<file path="src/rtl/reg_file_pkg.sv">
// Shared widths and write-request record for the 8x32 register file.
// Combinational helper only; no state here.
package reg_file_pkg;

  localparam int REG_W  = 32;
  localparam int REG_N  = 8;
  localparam int ADDR_W = 3;

  typedef struct packed {
    logic              valid;
    logic [ADDR_W-1:0] addr;
    logic [REG_W-1:0]  data;
  } wr_req_t;

  // One-hot storage enable for a staged write; all zero when the stage is empty.
  function automatic logic [REG_N-1:0] decode_en(input wr_req_t req);
    decode_en = '0;
    if (req.valid) decode_en[req.addr] = 1'b1;
  endfunction

endpackage

</file>
<file path="src/rtl/reg_file_8x32_if.sv">
// Write request, two read ports and status of the 8x32 register file.
// Master drives requests/addresses; slave returns read data and status.
interface reg_file_8x32_if;
  import reg_file_pkg::*;

  logic              wr_en;
  logic [ADDR_W-1:0] wr_addr;
  logic [REG_W-1:0]  wr_data;
  logic [ADDR_W-1:0] rd_addr_a;
  logic [ADDR_W-1:0] rd_addr_b;
  logic [REG_W-1:0]  rd_data_a;
  logic [REG_W-1:0]  rd_data_b;
  logic              wr_pending;
  logic [7:0]        wr_count;

  modport master (
    output wr_en, wr_addr, wr_data, rd_addr_a, rd_addr_b,
    input  rd_data_a, rd_data_b, wr_pending, wr_count
  );

  modport slave (
    input  wr_en, wr_addr, wr_data, rd_addr_a, rd_addr_b,
    output rd_data_a, rd_data_b, wr_pending, wr_count
  );

endinterface

</file>
<file path="src/rtl/register32_r_en.sv">
// 32-bit storage register with load enable; synchronous active-low reset wins over enable.
// Latency: one edge from en to q; no backpressure.
module register32_r_en
  import reg_file_pkg::*;
#(
  parameter logic [REG_W-1:0] RESET_VALUE = 32'h0000_0000
) (
  input  logic             clk,
  input  logic             reset_n,
  input  logic             en,
  input  logic [REG_W-1:0] d,
  output logic [REG_W-1:0] q
);

  logic [REG_W-1:0] data_q;

  always_ff @(posedge clk) begin
    if (!reset_n)  data_q <= RESET_VALUE;
    else if (en)   data_q <= d;
  end

  assign q = data_q;

endmodule

</file>
<file path="src/rtl/reg_file_8x32.sv">
// 8x32 register file, two combinational read ports, one write per cycle through a stage register.
// Write commits one edge after it is sampled; no backpressure. REG_FILE_BYPASS_EN forwards the staged write to reads.
module reg_file_8x32
  import reg_file_pkg::*;
#(
  parameter logic [REG_W-1:0] RESET_VALUE = 32'h0000_0000
) (
  input  logic           clk,
  input  logic           reset_n,
  reg_file_8x32_if.slave bus
);

  wr_req_t          stage_q, stage_d;
  logic [7:0]       wr_count_q, wr_count_d;
  logic [REG_N-1:0] reg_en;
  logic [REG_W-1:0] reg_q [REG_N];
  logic [REG_W-1:0] rd_a, rd_b;

  // Stage reloads every edge, so a new request is captured while the previous one commits.
  always_comb begin
    stage_d       = '0;
    stage_d.valid = bus.wr_en;
    stage_d.addr  = bus.wr_addr;
    stage_d.data  = bus.wr_data;
  end

  always_comb begin
    wr_count_d = wr_count_q;
    if (stage_q.valid) wr_count_d = wr_count_q + 8'd1;
  end

  always_ff @(posedge clk) begin
    if (!reset_n) begin
      stage_q    <= '0;
      wr_count_q <= '0;
    end else begin
      stage_q    <= stage_d;
      wr_count_q <= wr_count_d;
    end
  end

  assign reg_en = decode_en(stage_q);

  for (genvar i = 0; i < REG_N; i++) begin : g_reg
    register32_r_en #(
      .RESET_VALUE(RESET_VALUE)
    ) u_reg (
      .clk     (clk),
      .reset_n (reset_n),
      .en      (reg_en[i]),
      .d       (stage_q.data),
      .q       (reg_q[i])
    );
  end

  always_comb begin
    rd_a = reg_q[bus.rd_addr_a];
    rd_b = reg_q[bus.rd_addr_b];
`ifdef REG_FILE_BYPASS_EN
    if (stage_q.valid && (stage_q.addr == bus.rd_addr_a)) rd_a = stage_q.data;
    if (stage_q.valid && (stage_q.addr == bus.rd_addr_b)) rd_b = stage_q.data;
`else
    // Without forwarding, reads see the old value until the commit edge.
`endif
  end

  assign bus.rd_data_a  = rd_a;
  assign bus.rd_data_b  = rd_b;
  assign bus.wr_pending = stage_q.valid;
  assign bus.wr_count   = wr_count_q;

endmodule

</file>
<file path="src/flat_wrapper.sv">
// flat-port wrapper written by rule: the top's interface ports become plain ports
module reg_file_8x32_flat import reg_file_pkg::*;
#(
  parameter logic [REG_W-1:0] RESET_VALUE = 32'h0000_0000
)
  (clk, reset_n, bus_wr_en, bus_wr_addr, bus_wr_data, bus_rd_addr_a, bus_rd_addr_b, bus_rd_data_a, bus_rd_data_b, bus_wr_pending, bus_wr_count);
  reg_file_8x32_if bus_i ();
  input  logic clk;
  input  logic reset_n;
  input wire logic [$bits(bus_i.wr_en)-1:0] bus_wr_en;
  input wire logic [$bits(bus_i.wr_addr)-1:0] bus_wr_addr;
  input wire logic [$bits(bus_i.wr_data)-1:0] bus_wr_data;
  input wire logic [$bits(bus_i.rd_addr_a)-1:0] bus_rd_addr_a;
  input wire logic [$bits(bus_i.rd_addr_b)-1:0] bus_rd_addr_b;
  output wire logic [$bits(bus_i.rd_data_a)-1:0] bus_rd_data_a;
  output wire logic [$bits(bus_i.rd_data_b)-1:0] bus_rd_data_b;
  output wire logic [$bits(bus_i.wr_pending)-1:0] bus_wr_pending;
  output wire logic [$bits(bus_i.wr_count)-1:0] bus_wr_count;
  assign bus_i.wr_en = bus_wr_en;
  assign bus_i.wr_addr = bus_wr_addr;
  assign bus_i.wr_data = bus_wr_data;
  assign bus_i.rd_addr_a = bus_rd_addr_a;
  assign bus_i.rd_addr_b = bus_rd_addr_b;
  assign bus_rd_data_a = bus_i.rd_data_a;
  assign bus_rd_data_b = bus_i.rd_data_b;
  assign bus_wr_pending = bus_i.wr_pending;
  assign bus_wr_count = bus_i.wr_count;
  reg_file_8x32 #(.RESET_VALUE(RESET_VALUE)) u_core (.clk(clk), .reset_n(reset_n), .bus(bus_i));
endmodule
</file>
<file path="config.mk">
export PLATFORM = sky130hd
export DESIGN_NAME = reg_file_8x32_flat
export DESIGN_NICKNAME = d
export VERILOG_FILES = /design/src/rtl/reg_file_pkg.sv /design/src/rtl/reg_file_8x32_if.sv /design/src/rtl/register32_r_en.sv /design/src/rtl/reg_file_8x32.sv /design/src/flat_wrapper.sv
export SDC_FILE = /design/constraint.sdc
export NUM_CORES = 1
export LEC_CHECK = 0
export ABC_AREA = 1
export CAP_MARGIN = 40
export CORE_ASPECT_RATIO = 0.75
export CORE_MARGIN = 1
export CORE_UTILIZATION = 35
export DETAILED_ROUTE_END_ITERATION = 16
export GPL_TIMING_DRIVEN = 0
export PLACE_DENSITY = 0.49
export SYNTH_ARGS = -nofsm -noshare
export SYNTH_HDL_FRONTEND = slang
export SYNTH_SLANG_ARGS = --single-unit
</file>
<file path="constraint.sdc">
create_clock -name clk -period 3.9 [get_ports clk]
set_input_delay 0.78 -clock clk [delete_from_list [all_inputs] [get_ports clk]]
set_output_delay 0.78 -clock clk [all_outputs]
set_load 0.005 [all_outputs]
</file>
## Word-level counts from Yosys, hierarchy flattened

Index checks and enable logic that the tools add are counted.

| cells by class | value |
|---|---|
| $add $sub $neg | 1 |
| $mul | 0 |
| div/mod/pow operators | 0 |
| $lt $le $gt $ge | 4 |
| eq/ne operators | 0 |
| shifts and indexed selects | 0 |
| multiplexer cells | 9 |
| bitwise operators | 2 |
| reduce and logical (&&, ||, !) cells | 1 |

Operators with widths:

| operator | count |
|---|---|
| 32-bit binary-select mux with 3-bit select | 2 |
| 32-bit 2-to-1 mux | 4 |
| 8-bit by 1-bit adder with 8-bit output, second input constant | 1 |
| 4-bit >= comparator, second input constant | 2 |
| 8-bit 2-to-1 mux | 1 |
| 3-bit inverter with 4-bit output | 2 |
| 3-bit by 4-bit < comparator with 1-bit output, second input constant | 1 |
| 1-bit demux with 3-bit select | 1 |
| 3-bit by 1-bit >= comparator with 1-bit output, second input constant | 1 |
| 1-bit logical AND | 1 |
| 1-bit 2-to-1 mux | 1 |

| storage, ports and cells | value |
|---|---|
| bits in registers | 300 |
| bits in latches | 0 |
| RAM bits | 0 |
| memory bits (read-only) | 0 |
| bits of input ports | 44 |
| output and inout port bits | 73 |
| logic and storage cells | 29 |
| memories kept | 0 |

## Longest topological paths before layout

Gate-level depths: netlist (run 1).

| logic depth | value |
|---|---|
| depth after elaboration | 5 |
| mapped depth | 8 |
| mapped depth without buffers | 6 |

## By module

From an unflattened synthesis (run 1), not the netlist that was laid out.

| second synthesis, totals | value |
|---|---|
| cells, all modules | 3112 |
| area total of the unflattened synthesis | 17571.9 um^2 |

By module, submodules not included:

| module | instances | cells each | area an instance (um^2) | seq. area each (um^2) |
|---|---|---|---|---|
| register32_r_en | 8 | 202 | 1335.0 | 640.6 |
| reg_file_8x32 | 1 | 1496 | 6891.6 | 880.8 |

## Worst setup path after synthesis (run 1)

OpenSTA, ideal clock, no wires.

| timing path | value |
|---|---|
| path kind | in2out |
| from | input port bus_rd_addr_a[0] |
| to | output port bus_rd_data_a[11] |
| arrival time | 1.562 ns |
| data required time | 3.120 ns |
| setup slack | 1.558 ns |
| cell stages on the path | 7 |
| path buffers | 2 |
| path through | inv_1 -> buf_4 -> clkbuf_1 -> nor2_1 -> o21ai_0 -> nand2_1 -> nand2_1 |

| between the ends | value |
|---|---|
| word-level cells in the longest chain between the ends | 4 |

Ends and longest elaborated chain:

| what | RTL line | text |
|---|---|---|
| start, declared | flat_wrapper.sv:13 | `input wire logic [$bits(bus_i.rd_addr_a)-1:0] bus_rd_addr_a;` |
| 3-bit inverter with 4-bit output (not written as such) | reg_file_8x32.sv:57 | `rd_a = reg_q[bus.rd_addr_a];` |
| 32-bit binary-select mux with 3-bit select | reg_file_8x32.sv:57 |  |
| 32-bit 2-to-1 mux (not written as such) (2 in series) | reg_file_8x32.sv:57 |  |
| end, declared | flat_wrapper.sv:15 | `output wire logic [$bits(bus_i.rd_data_a)-1:0] bus_rd_data_a;` |

No other way between the ends. The select of a mux whose other input is x is not followed.

## Final worst setup path (run 1)

| timing path | value |
|---|---|
| from | input port bus_rd_addr_a[1] |
| to | output port bus_rd_data_a[6] |

Same word-level chain as after synthesis.

==> reports/results.tsv, run 1 <==
metric	value	unit
Switching Share	0.277	
number of diodes	0	
Power Total	7.64	mW
Avg WL per Cell	19.6	um
LEAKAGE	8.85	nW
fin cells	3326	
power share of the clock group	0.442	
peak supply drop	0.000315	V
drt pass-1 iters	6	
I/O pin cnt	117	
Reg-to-Reg Start	u_core.stage_q[34]	
minimum clock period	3.80	ns
Synthesized Nets	2621	
RSZ-0062 raised after global routing	yes	
Place WS	-0.146	ns
initial antenna violation count	0	
RePlAce Congestion	0.932	
vias	17090	
total global-route track usage	0.286	
P&R area growth vs syn	19.7	%
Rel. slew slack	0.365	
Root Buffer	clkbuf_16	
Final Slew Violations	0	
top layer in use	met4	
wire length on met1	32200	um
DIE HEIGHT	185	um
hold slack final	0.480	ns
placed insts	3269	
DR iter-0 viols	1867	
worst hold stages	2	
Net Switching	2.11	mW
ys flop type	dfxtp_1	
synth warn	0	
internal power	5.52	mW
most common cell in the netlist	nand2_1	
CTS buffer count	34	
Post-route DRC	0	
Final setup violation count	0	
largest net degree at the start of global routing	14	
Final Cycle Share	0.974	
setup TNS	0	ns
CTS H-tree lvls	2	
CP max-delay cell	clkbuf_1	
Worst EP arrival	3.02	ns
combinational fraction of design power	0.135	
top cells by count, synth	nand2_1, nor2_1, o21ai_0	
Setup WS post-layout	0.101	ns
post-synthesis cell type count	20	
row cnt	66	
critical path fanouts, max	10	
Max stage delay on crit path	0.52	ns
hold buffers post-CTS	0	
Gate Count Post-Synth	2576	
Avg Inst Size Synth	6.04	um^2
reg-to-reg critical path endpoint	u_core.g_reg[6].u_reg.q[21]	
top cells by area, synth	dfxtp_1, nand2_1, o21ai_0, nor2_1, nand3_1	
CP Launch Type	primary input	
routed wire length	65100	um
post-CTS setup repair buffer count	0	
Die X	245	um
Skew-Pair Late Insertion Delay	0.54	ns
Seq pwr share	0.423	
crit-path most repeated cell	nand2_1	
Critical Path End Type	primary output	
Layout Skew	0.0121	ns
WL met2	27600	um
DP Wirelength	48000	um
maxcap violations	0	
share of post-route cells with drive strength above 1	0.0619	
register area share after synthesis	0.386	
post-route ant nets	0	
CTS clk-pin slew, worst paths	0.06	ns
power per cell area	410	mW/mm^2
r2r setup slk	1.65	ns
Initial Util	0.357	
final hold violation count	0	
status	finished clean	
hold endpoint	u_core.g_reg[7].u_reg.q[13]	
Worst Max-Slew Pin Slew	0.953	ns
Die ar.	0.0453	mm^2
Clock Sink Count	300	
Worst EP required	3.12	ns
fraction of registers with async set/reset	0	
Yosys reg bits	300	
vias in the first global route	15691	
CTS tree	done	
post-synth top area cell	dfxtp_1	
Post-Syn Area	0.0155	mm^2
Longest Clk Path Bufs	3	
Worst Hold Class	flip-flop to flip-flop	
top-area cell type share of the netlist area	0.386	
core area	0.0436	mm^2
Post-synth EDFFs	0	
critical path cell sequence	clkdlybuf4s50_1 -> clkinvlp_4 -> clkbuf_1 -> nand3_1 -> nand2_1 -> nand2_1 -> nand2_1 -> clkdlybuf4s50_1	
total congestion overflow	0	
Setup CP Type	primary input to primary output	
first-pass GRT wire length	97500	um
Port Buffers	113	
met3 wire len	4260	um
Via density	5.14	
Final nets	2773	
highest clock rate	0.263	GHz
Reg2Reg Depth	6	
Min-Delay Startpoint	u_core.g_reg[7].u_reg.q[13]	
-- worst max path at each step --
stage                        endpoint        startpoint  cells after the start  slack (ns)
finish               bus_rd_data_a[6]  bus_rd_addr_a[1]                      8        0.10
global route         bus_rd_data_a[6]  bus_rd_addr_a[1]                      8      -0.003
CTS                 bus_rd_data_a[30]  bus_rd_addr_a[1]                      8      0.0003
detailed placement  bus_rd_data_b[23]  bus_rd_addr_b[0]                      8       -0.15
global placement    bus_rd_data_b[19]  bus_rd_addr_b[0]                      8       -0.14
floorplan           bus_rd_data_a[11]  bus_rd_addr_a[0]                      7        1.56
-- state kept, by name (all words and copies together) (netlist names) --
name                   flops
u_core.bus.wr_pending      1
u_core.stage_q            35
u_core.g.u_reg.q         256
u_core.bus.wr_count        8
-- power groups by stage --
stage	combinational [mW]	sequential, mW	clock, mW
after floorplan	0.567	3.26	0
after global placement	0.995	3.30	0
after detailed placement	1.01	3.30	0
after CTS	1.01	3.23	3.43
after global routing	1.13	3.24	3.57
final	1.03	3.23	3.37
-- critical path: cells and delay by family --
| family | cells | cell delay [ns] |
|---|---|---|
| AND/OR/NAND/NOR | 4 | 0.42 |
| buffers and inverters | 4 | 1.82 |
-- layer usage --
metal  up-vias  GRT usage
met5         -          0
met4         0     0.0648
met3        70     0.0395
met2       585      0.436
met1      8100      0.422
li1       8335          -
-- through the flow --
step | util | instance area [um^2]
after detailed placement | 0.400 | 17400
after global placement | 0.399 | 17400
after CTS | 0.426 | 18600
after floorplan | - | 15500
after global routing | 0.427 | 18600
final | 0.427 | 18600
-- cells by family after synthesis --
kind of cell / after synthesis / synth area share
adder cells (fa/ha/maj): 1 / 0.000805
AO/OA/AOI/OAI: 458 / 0.147
AND/OR/NAND/NOR: 1385 / 0.352
flip-flops: 300 / 0.386
buffers and inverters: 432 / 0.114
-- cell usage in the layout (no fill, tap or decap), drive strengths merged --
cell type / instances
clkinvlp: 1
nand3: 197
nand4: 3
inv: 250
bufinv: 4
clkdlybuf4s50: 113
ha: 1
a21oi: 70
o21ai: 388
nand2: 692
clkinv: 3
buf: 94
clkbuf: 139
dfxtp: 300
nor2: 493
-- cell type report --
type	instances	area, um^2
repair buffers	116	1160
inverters	251	947
clock inverters	7	139
clock buffers	49	978
flip-flops and latches	300	6010
plain buffers	181	877
well taps	578	723
multi-input cells	1844	7770
fillers	4662	25000
-- repair_timing --
action | CTS | global route
setup endpoints to repair | 58 | 58
gates resized for setup | 20 | 31
hold endpoints to repair | 0 | 0
Note: power is estimated with default switching activity, not from simulation.
==> inputs of run 2 (changes only) <==
REMOVE_ABC_BUFFERS = 1   (was default)
clock period = 3.6 ns   (was 3.9 ns; I/O delays follow)
==> run 2 against run 1 <==
Cell count decreased by 4.2%. Sequential power increased by 8.0%. Combinational power increased by 6%. Clock skew increased by 0.0061 ns. Worst hold slack got worse by 0.0038 ns. First-iteration DRC count decreased by 22%. Total power increased by 7.7%. Wire length decreased by 11%. Worst setup slack got worse by 0.056 ns. Via count decreased by 6.4%. Critical endpoint is now bus_rd_data_a[16]. Highest routed layer unchanged.
==> reports/results.tsv, run 2 (synthesis results as in run 1) <==
metric	value	unit
Worst EP arrival	2.84	ns
CTS H-tree lvls	2	
Skew-Pair Late Insertion Delay	0.54	ns
row cnt	66	
Layout Skew	0.0182	ns
Clock Sink Count	300	
CTS buffer count	36	
CTS tree	done	
Initial Util	0.357	
LEAKAGE	8.71	nW
Fill cells	4647	
CTS clk-pin slew, worst paths	0.06	ns
Max stage delay on crit path	0.51	ns
RePlAce Congestion	0.752	
Worst Hold Class	flip-flop to flip-flop	
total congestion overflow	0	
critical path fanouts, max	50	
power per cell area	443	mW/mm^2
DR iter-0 viols	1450	
minimum clock period	3.56	ns
Root Buffer	clkbuf_16	
total global-route track usage	0.254	
Final Core Density	0.426	
hold slack final	0.476	ns
number of diodes	0	
drt pass-1 iters	5	
post-route ant nets	0	
Via density	5.02	
vias in the first global route	15298	
Final nets	2627	
CP max-delay cell	clkdlybuf4s50_1	
first-pass GRT wire length	89300	um
Longest Clk Path Bufs	3	
vias	15991	
routed wire length	57800	um
Die X	245	um
Final setup violation count	0	
Die ar.	0.0453	mm^2
core area	0.0436	mm^2
CP Launch Type	primary input	
DP Wirelength	31800	um
initial antenna violation count	1	
Port Buffers	116	
Post-route DRC	0	
status	finished clean	
DIE HEIGHT	185	um
I/O pin cnt	117	
Worst EP required	2.88	ns
commonest non-fill, non-tap cells in the layout	nand2_1, nor2_1, o21ai_0	
Place WS	-0.632	ns
Final Cycle Share	0.988	
most common cell after layout, fill and taps aside	nand2_1	
highest clock rate	0.281	GHz
largest net degree at the start of global routing	160	
Worst Max-Slew Pin Slew	0.945	ns
Rel. slew slack	0.370	
critical path cell sequence	buf_4 -> buf_16 -> clkinv_8 -> buf_12 -> o21ai_0 -> o21ai_0 -> nand2_1 -> nand2_1 -> clkdlybuf4s50_1	
peak supply drop	0.000265	V
final hold violation count	0	
Setup CP Type	primary input to primary output	
RSZ-0062 raised after global routing	no	
max reg flops	256	
maxcap violations	0	
share of post-route cells with drive strength above 1	0.0433	
P&R area growth vs syn	19.5	%
Avg WL per Cell	18.2	um
Final Slew Violations	0	
Critical Path End Type	primary output	
Setup WS post-layout	0.0449	ns
r2r setup slk	0.93	ns
[run 2: changes by cell type in the layout (fill, tap and decap cells not counted), sizes merged]
cell	change
buf	-56
bufbuf	+1
bufinv	-2
clkbuf	-86
clkdlybuf4s50	-4
clkinv	+4
clkinvlp	+1
inv	+2
[run 2: what timing repair did]
| item | 4_1_cts | 5_1_grt |
|---|---|---|
| hold buffers | 0 | 0 |
| setup endpoints to repair | 64 | 18 |
| setup buffers | 0 | 0 |
| endpoints found under the hold margin | 0 | 0 |
| cloned | 1 | 1 |
| gates resized for setup | 10 | 2 |
| pin swaps | 0 | 0 |
[run 2: critical path: cells and delay by family]
family                 cells  cell delay (ns)
AO/OA/AOI/OAI              2             0.35
buffers and inverters      5             1.48
AND/OR/NAND/NOR            2             0.19
[run 2: path summary, 6_finish.rpt]
check | end | cells past startpoint | start
hold reg to reg | u_core.g_reg[7].u_reg.q[25] | 2 | u_core.g_reg[7].u_reg.q[25]
setup reg to reg | u_core.g_reg[0].u_reg.q[1] | 6 | u_core.stage_q[34]
hold / removal | u_core.g_reg[7].u_reg.q[25] | 2 | u_core.g_reg[7].u_reg.q[25]
setup / recovery | bus_rd_data_a[16] | 9 | bus_rd_addr_a[1]
[run 2: metal layers]
metal	track usage	up-vias	wire, um
li1	-	8036	-
met1	0.345	7340	27100
met2	0.420	540	25900
met3	0.0349	75	3730
met4	0.0683	0	1070
met5	0	-	0
[run 2: power by group]
part	switching (mW)	leakage, nW	internal [mW]	total, mW
registers	0.0843	2.44	3.40	3.49
logic	0.664	5.71	0.424	1.09
clock network	1.52	0.560	2.13	3.64
[run 2: stage by stage]
stage                     total power [mW]  cell area (um^2)  instances  TNS [ns]
after floorplan                       4.04             14700       2395     -3.79
after global placement                4.69             16600       3089  -2334.32
after detailed placement              4.62             17300       3120    -22.63
after CTS                             8.30             18500       3185         0
after global routing                  8.58             18600       3186         0
final                                 8.22             18600       3186         0
[run 2: layout make-up]
cell class,count,area (um^2),area share
tap,578,723,0.0389
sequential,300,6010,0.323
clock inverter,12,130,0.00701
timing repair buffer,149,1900,0.102
inverter,251,992,0.0534
multi-input combinational,1844,7800,0.420
clock buffer,52,1020,0.0550
